[config.mk]
export PLATFORM = sky130hd
export DESIGN_NAME = ram_arb_responder_flat
export DESIGN_NICKNAME = d
export VERILOG_FILES = /design/src/rtl/ram_arb_pkg.sv /design/src/rtl/ram_arb_responder_if.sv /design/src/rtl/ram_arb_rr.sv /design/src/rtl/ram_arb_responder.sv /design/src/flat_wrapper.sv
export SDC_FILE = /design/constraint.sdc
export NUM_CORES = 1
export LEC_CHECK = 0
export BUFFER_PORTS_ARGS = -buffer_cell sky130_fd_sc_hd__buf_2
export CORE_ASPECT_RATIO = 1.2
export CORE_MARGIN = 2
export CORE_UTILIZATION = 52
export CTS_BUF_LIST = sky130_fd_sc_hd__clkbuf_4 sky130_fd_sc_hd__clkbuf_8 sky130_fd_sc_hd__clkbuf_16
export CTS_CLUSTER_SIZE = 10
export DETAILED_ROUTE_END_ITERATION = 8
export PLACE_DENSITY_LB_ADDON = 0.15
export SETUP_SLACK_MARGIN = 0.5
export SLEW_MARGIN = 20
export SYNTH_ARGS = -nofsm -noshare
export SYNTH_HDL_FRONTEND = slang
export SYNTH_SLANG_ARGS = --single-unit
[constraint.sdc]
create_clock -name clk -period 2.1 [get_ports clk]
set_input_delay 0.21 -clock clk [delete_from_list [all_inputs] [get_ports clk]]
set_output_delay 0.21 -clock clk [all_outputs]
set_load 0.01 [all_outputs]
[src/rtl/ram_arb_pkg.sv]
// Shared types and default widths for the two-port RAM arbiter/responder.
// Contents: port_id_t (which requester port), default parameter values.
package ram_arb_pkg;

  localparam int unsigned DATA_WIDTH_DEF = 8;
  localparam int unsigned ADDR_WIDTH_DEF = 4;
  localparam int unsigned CNT_WIDTH_DEF  = 8;

  typedef enum logic {
    PORT_A = 1'b0,
    PORT_B = 1'b1
  } port_id_t;

endpackage

[src/rtl/ram_arb_responder_if.sv]
// Request/response bundle for the two requester ports (A, B) of ram_arb_responder.
// master: requester side (drives req/we/addr/din, receives gnt/rvalid/dout).
// slave:  responder side (the RAM).
interface ram_arb_responder_if
  import ram_arb_pkg::*;
#(
  parameter int unsigned DATA_WIDTH = DATA_WIDTH_DEF,
  parameter int unsigned ADDR_WIDTH = ADDR_WIDTH_DEF
);

  logic                  req_a;
  logic                  we_a;
  logic [ADDR_WIDTH-1:0] addr_a;
  logic [DATA_WIDTH-1:0] din_a;
  logic                  gnt_a;
  logic                  rvalid_a;
  logic [DATA_WIDTH-1:0] dout_a;

  logic                  req_b;
  logic                  we_b;
  logic [ADDR_WIDTH-1:0] addr_b;
  logic [DATA_WIDTH-1:0] din_b;
  logic                  gnt_b;
  logic                  rvalid_b;
  logic [DATA_WIDTH-1:0] dout_b;

  modport master (
    output req_a, we_a, addr_a, din_a,
    input  gnt_a, rvalid_a, dout_a,
    output req_b, we_b, addr_b, din_b,
    input  gnt_b, rvalid_b, dout_b
  );

  modport slave (
    input  req_a, we_a, addr_a, din_a,
    output gnt_a, rvalid_a, dout_a,
    input  req_b, we_b, addr_b, din_b,
    output gnt_b, rvalid_b, dout_b
  );

endinterface

[src/rtl/ram_arb_rr.sv]
// Two-request arbiter. Grants are combinational and forced low while rst_n is low.
// RAM_ARB_RR_EN defined: round-robin pointer, after a contested grant the loser
// gets priority next. Undefined: A always wins, no pointer state (and no clk port).
// Ports: clk (RR build only), rst_n, req_a, req_b -> gnt_a, gnt_b.
module ram_arb_rr
  import ram_arb_pkg::*;
(
`ifdef RAM_ARB_RR_EN
  input  logic clk,
`endif
  input  logic rst_n,
  input  logic req_a,
  input  logic req_b,
  output logic gnt_a,
  output logic gnt_b
);

  logic a_wins;

`ifdef RAM_ARB_RR_EN
  port_id_t prio_q;
  port_id_t prio_d;

  // Priority pointer register
  always_ff @(posedge clk or negedge rst_n) begin
    if (!rst_n) begin
      prio_q <= PORT_A;
    end else begin
      prio_q <= prio_d;
    end
  end

  // Only contested grants move the pointer, and it moves to the loser
  always_comb begin
    prio_d = prio_q;
    if (req_a && req_b) begin
      prio_d = a_wins ? PORT_B : PORT_A;
    end
  end

  assign a_wins = req_a && (!req_b || (prio_q == PORT_A));
`else
  assign a_wins = req_a;
`endif

  assign gnt_a = rst_n && a_wins;
  assign gnt_b = rst_n && req_b && !a_wins;

endmodule

[src/rtl/ram_arb_responder.sv]
// Single-port RAM shared by two requester ports through a req/gnt handshake.
// Writes commit at the grant edge; reads return dout with a one-cycle rvalid pulse
// on the cycle after the grant. conflict_cnt counts cycles where both ports request
// and saturates at all-ones.
// Ports: clk, rst_n (async, active low), bus (slave side of ram_arb_responder_if),
//        conflict_cnt.
// Build option: RAM_ARB_RR_EN selects round-robin arbitration (default: A has priority).
module ram_arb_responder
  import ram_arb_pkg::*;
#(
  parameter int unsigned DATA_WIDTH = DATA_WIDTH_DEF,
  parameter int unsigned ADDR_WIDTH = ADDR_WIDTH_DEF,
  parameter int unsigned CNT_WIDTH  = CNT_WIDTH_DEF
)(
  input  logic                 clk,
  input  logic                 rst_n,
  ram_arb_responder_if.slave   bus,
  output logic [CNT_WIDTH-1:0] conflict_cnt
);

  localparam int unsigned DEPTH = 1 << ADDR_WIDTH;

  logic                  gnt_a;
  logic                  gnt_b;
  logic                  rd_a;
  logic                  rd_b;
  logic                  rvalid_a_q;
  logic                  rvalid_b_q;
  logic [DATA_WIDTH-1:0] dout_a_q;
  logic [DATA_WIDTH-1:0] dout_b_q;
  logic [CNT_WIDTH-1:0]  cnt_q;
  logic [DATA_WIDTH-1:0] mem [DEPTH];

  ram_arb_rr u_arb (
`ifdef RAM_ARB_RR_EN
    .clk   (clk),
`endif
    .rst_n (rst_n),
    .req_a (bus.req_a),
    .req_b (bus.req_b),
    .gnt_a (gnt_a),
    .gnt_b (gnt_b)
  );

  assign rd_a = gnt_a && !bus.we_a;
  assign rd_b = gnt_b && !bus.we_b;

  // RAM array: contents are not reset; grants are already gated by rst_n
  always_ff @(posedge clk) begin
    if (gnt_a && bus.we_a) begin
      mem[bus.addr_a] <= bus.din_a;
    end else if (gnt_b && bus.we_b) begin
      mem[bus.addr_b] <= bus.din_b;
    end
  end

  // Read response registers; dout holds until the next read on that port
  always_ff @(posedge clk or negedge rst_n) begin
    if (!rst_n) begin
      rvalid_a_q <= 1'b0;
      rvalid_b_q <= 1'b0;
      dout_a_q   <= '0;
      dout_b_q   <= '0;
    end else begin
      rvalid_a_q <= rd_a;
      rvalid_b_q <= rd_b;
      if (rd_a) begin
        dout_a_q <= mem[bus.addr_a];
      end
      if (rd_b) begin
        dout_b_q <= mem[bus.addr_b];
      end
    end
  end

  // Saturating conflict counter
  always_ff @(posedge clk or negedge rst_n) begin
    if (!rst_n) begin
      cnt_q <= '0;
    end else if (bus.req_a && bus.req_b && (cnt_q != '1)) begin
      cnt_q <= cnt_q + CNT_WIDTH'(1);
    end
  end

  assign bus.gnt_a    = gnt_a;
  assign bus.gnt_b    = gnt_b;
  assign bus.rvalid_a = rvalid_a_q;
  assign bus.rvalid_b = rvalid_b_q;
  assign bus.dout_a   = dout_a_q;
  assign bus.dout_b   = dout_b_q;
  assign conflict_cnt = cnt_q;

endmodule

[src/flat_wrapper.sv]
// flat-port wrapper written by rule: the top's interface ports become plain ports
module ram_arb_responder_flat import ram_arb_pkg::*;
#(
  parameter int unsigned DATA_WIDTH = DATA_WIDTH_DEF,
  parameter int unsigned ADDR_WIDTH = ADDR_WIDTH_DEF,
  parameter int unsigned CNT_WIDTH  = CNT_WIDTH_DEF
)
  (clk, rst_n, conflict_cnt, bus_req_a, bus_we_a, bus_addr_a, bus_din_a, bus_gnt_a, bus_rvalid_a, bus_dout_a, bus_req_b, bus_we_b, bus_addr_b, bus_din_b, bus_gnt_b, bus_rvalid_b, bus_dout_b);
  ram_arb_responder_if #(.DATA_WIDTH(DATA_WIDTH), .ADDR_WIDTH(ADDR_WIDTH)) bus_i ();
  input  logic clk;
  input  logic rst_n;
  output logic [CNT_WIDTH-1:0] conflict_cnt;
  input wire logic [$bits(bus_i.req_a)-1:0] bus_req_a;
  input wire logic [$bits(bus_i.we_a)-1:0] bus_we_a;
  input wire logic [$bits(bus_i.addr_a)-1:0] bus_addr_a;
  input wire logic [$bits(bus_i.din_a)-1:0] bus_din_a;
  output wire logic [$bits(bus_i.gnt_a)-1:0] bus_gnt_a;
  output wire logic [$bits(bus_i.rvalid_a)-1:0] bus_rvalid_a;
  output wire logic [$bits(bus_i.dout_a)-1:0] bus_dout_a;
  input wire logic [$bits(bus_i.req_b)-1:0] bus_req_b;
  input wire logic [$bits(bus_i.we_b)-1:0] bus_we_b;
  input wire logic [$bits(bus_i.addr_b)-1:0] bus_addr_b;
  input wire logic [$bits(bus_i.din_b)-1:0] bus_din_b;
  output wire logic [$bits(bus_i.gnt_b)-1:0] bus_gnt_b;
  output wire logic [$bits(bus_i.rvalid_b)-1:0] bus_rvalid_b;
  output wire logic [$bits(bus_i.dout_b)-1:0] bus_dout_b;
  assign bus_i.req_a = bus_req_a;
  assign bus_i.we_a = bus_we_a;
  assign bus_i.addr_a = bus_addr_a;
  assign bus_i.din_a = bus_din_a;
  assign bus_gnt_a = bus_i.gnt_a;
  assign bus_rvalid_a = bus_i.rvalid_a;
  assign bus_dout_a = bus_i.dout_a;
  assign bus_i.req_b = bus_req_b;
  assign bus_i.we_b = bus_we_b;
  assign bus_i.addr_b = bus_addr_b;
  assign bus_i.din_b = bus_din_b;
  assign bus_gnt_b = bus_i.gnt_b;
  assign bus_rvalid_b = bus_i.rvalid_b;
  assign bus_dout_b = bus_i.dout_b;
  ram_arb_responder #(.DATA_WIDTH(DATA_WIDTH), .ADDR_WIDTH(ADDR_WIDTH), .CNT_WIDTH(CNT_WIDTH)) u_core (.clk(clk), .rst_n(rst_n), .bus(bus_i), .conflict_cnt(conflict_cnt));
endmodule
==> flow_summary.ini <==
[routing]
antenna_viol_nets_final = 0
drcViolationCount = 0
wl_per_cell_um = 26.6
initial_drt_pass_iterations = 5
routed-via-count = 4516
via_to_cell_ratio = 6.46
drt_iter0_drc = 355
route.final.wire_length_mm = 18.6

[layout]
layout.cells.most_common = sky130_fd_sc_hd__edfxtp_1
antenna_cells_inserted = 0
final_cell_mix = sky130_fd_sc_hd__edfxtp_1 (128), sky130_fd_sc_hd__mux4_2 (64), sky130_fd_sc_hd__buf_2 (57)
area.growth.synth_to_final_pct = 23.3
nets = 546
fillCellCount = 968
final_layout_size_suffix_gt1_share_pct = 45.8

[timing]
fmax_mhz = 613
timing.setup.tns_ns = 0
finalHoldViolCount = 0
setup_viol = 0
grt_setup_unrepaired = true
finClkSkew_ns = 0.00655
min_period_ns = 1.63
pins_over_their_slew_limit = 0
slew-limit-headroom_pct = 46.0
post-route-period-util_pct = 77.7
max_slew.worst_pin.slew_ns = 0.807

[clocking]
cts_tree = yes
clkSlewWorstSetupHoldPaths_ns = 0.06
cts_root_buf = sky130_fd_sc_hd__clkbuf_16
cts_max_path_buffers = 2
htree_levels = 4
number_of_buffers_added_by_the_clock_tree_synthesis_step = 17
clk-insertion-delay-late_ns = 0.42
cts_num_sinks = 154

[worst_setup_path]
crit_path_start_kind = flop
setup.worst_path.end_class = flop
critical-path-slowest-cell = sky130_fd_sc_hd__mux4_2
timing.critical_path.cells = mux4_2 -> mux4_2 -> nand2_1 -> nand2_1
timing.critical_path.slowest_cell_delay_ns = 0.51
critical_path_s_top_delay_family = multiplexers
critical_path_buf_inv_count = 0
crit_fanout = 2
cp.required_ns = 2.41
critical_path_arrival_ns = 1.94
worst-setup-path-type = reg2reg

[yosys]
synth_seq_cells = 154
ys_seq_area_share_pct = 62.4
synth.lib_cells_used.distinct = 38
synth_enable_flop_cells = 128
syn_nets = 459
synthesis.area_per_instance_um2 = 16.8
async_flop_share_pct = 16.9
synth-warning-count = 0
syn-instance-count = 428
mappedNetlistArea_um2 = 7210
synthFlopType = sky130_fd_sc_hd__edfxtp_1

[floorplanning]
number_of_placement_rows = 47
initial_utilization_pct = 52.6
placeableCoreArea_um2 = 13700
die_area_um2 = 14800
die_w_um = 111
dieHeight_um = 133
num_io_pins = 58

[place]
place.gp.congestion = 0.847
place.port_buffers = 57
detailedPlacementHpwl_mm = 12.6

[grt]
grt.total_usage_pct = 26.3
antenna_violations_before_repair = 0
globalRouteOverflowTotal = 0
grt_max_degree = 22
first_global_vias = 4712
grt_pass1_wl_mm = 28.3

[power]
pwr_density_cell_nw_per_um2 = 855
ir_drop_uv = 506
leakagePower_nw = 3.13
fin_total_pwr_w = 0.00760

[job]
cap_viol_max_count = 0

[hold_path]
worstHoldPathType = in2async

[outcome]
run_status = finished clean
layer usage:
metal / track usage [%] / vias up / share of wire [%]
met2: 44.4 / 226 / 52
li1: - / 1907 / -
met5: 0 / - / 0
met3: 6.41 / 40 / 6.9
met1: 33.6 / 2343 / 38
met4: 9.33 / 0 / 3.1
final timing paths:
kind | startpoint | endpoint | slack (ns) | depth (start not counted)
max in group asynchronous | rst_n | u_core.conflict_cnt[0] | 0.92 | 3
min in group clk | bus_we_a | u_core.bus.rvalid_a | 0.32 | 4
hold / removal | rst_n | u_core.bus.dout_b[6] | 0.21 | 2
hold reg to reg | u_core.conflict_cnt[4] | u_core.conflict_cnt[4] | 0.50 | 1
setup reg to reg | u_core.mem[14][5] | u_core.bus.dout_b[5] | 0.47 | 4
setup / recovery | u_core.mem[14][5] | u_core.bus.dout_b[5] | 0.47 | 4
worst reg2reg max path: cells and delay by family, from the launching register on:
kind | cells | cell delay (ns)
simple gates | 2 | 0.13
flops | 1 | 0.40
mux | 2 | 1.00
state kept, by name, indices dropped and copies added (netlist names):
register             count
u_core.conflict_cnt      8
u_core.bus.rvalid_b      1
u_core.bus.dout_b        8
u_core.bus.rvalid_a      1
u_core.bus.dout_a        8
u_core.mem             128
area by class of cell:
| type | count | area [µm²] | area share [%] |
|---|---|---|---|
| clock buffers | 18 | 433 | 4.87 |
| clock inverters | 14 | 146 | 1.65 |
| inverters | 7 | 26.3 | 0.296 |
| multi-input cells | 241 | 2830 | 31.8 |
| flip-flops and latches | 154 | 4500 | 50.6 |
| well taps | 171 | 214 | 2.41 |
| repair buffers | 94 | 746 | 8.39 |
cell usage after synthesis (all sizes together), types with 6 or more instances:
cell type | number | area (µm²)
buf | 15 | 104
a22oi | 17 | 128
edfxtp | 128 | 3840
clkbuf | 11 | 41.3
mux2 | 15 | 169
nor2 | 31 | 116
mux4 | 66 | 1510
o21ai | 19 | 95.1
dfrtp | 26 | 651
nand2 | 43 | 161
nor3b | 6 | 45.0
nor3 | 8 | 40.0
inv | 7 | 26.3
metrics by stage:
step	instances	worst slack (ns)	instance area (µm²)	hold WS, ns	utilization, %
after floorplan	428	0.450	7520	-0.0856	-
after global placement	653	0.160	8080	0.0334	58.9
after detailed placement	653	0.117	8080	0.0400	58.9
after CTS	688	0.469	8680	0.191	63.4
after global routing	699	0.422	8890	0.233	64.9
final	699	0.469	8890	0.210	64.9
report_power, final:
group | total, W | switching (W) | internal, W
combinational | 0.000961 | 0.000514 | 0.000447
sequential | 0.00363 | 0.000147 | 0.00348
clock | 0.00301 | 0.00124 | 0.00176
kinds of logic (layout without fill, tap and decap cells):
kind of cell / after synthesis / count (layout) / synth area share, %
xor+xnor: 4 / 4 / 0.486
mux: 84 / 84 / 23.7
fa+ha+maj: 1 / 1 / 0.174
flops: 154 / 154 / 62.4
buf+inv: 33 / 133 / 2.38
simple gates: 107 / 107 / 6.86
compound gates: 45 / 45 / 4.06
timing repair:
item	CTS	global route
resized for setup	3	16
pin swaps	1	9
endpoints found under the hold margin	26	0
hold buffers	3	0
endpoints found under the setup margin	7	98
setup buffers	0	11
Note: power is estimated with default switching activity, not from simulation.
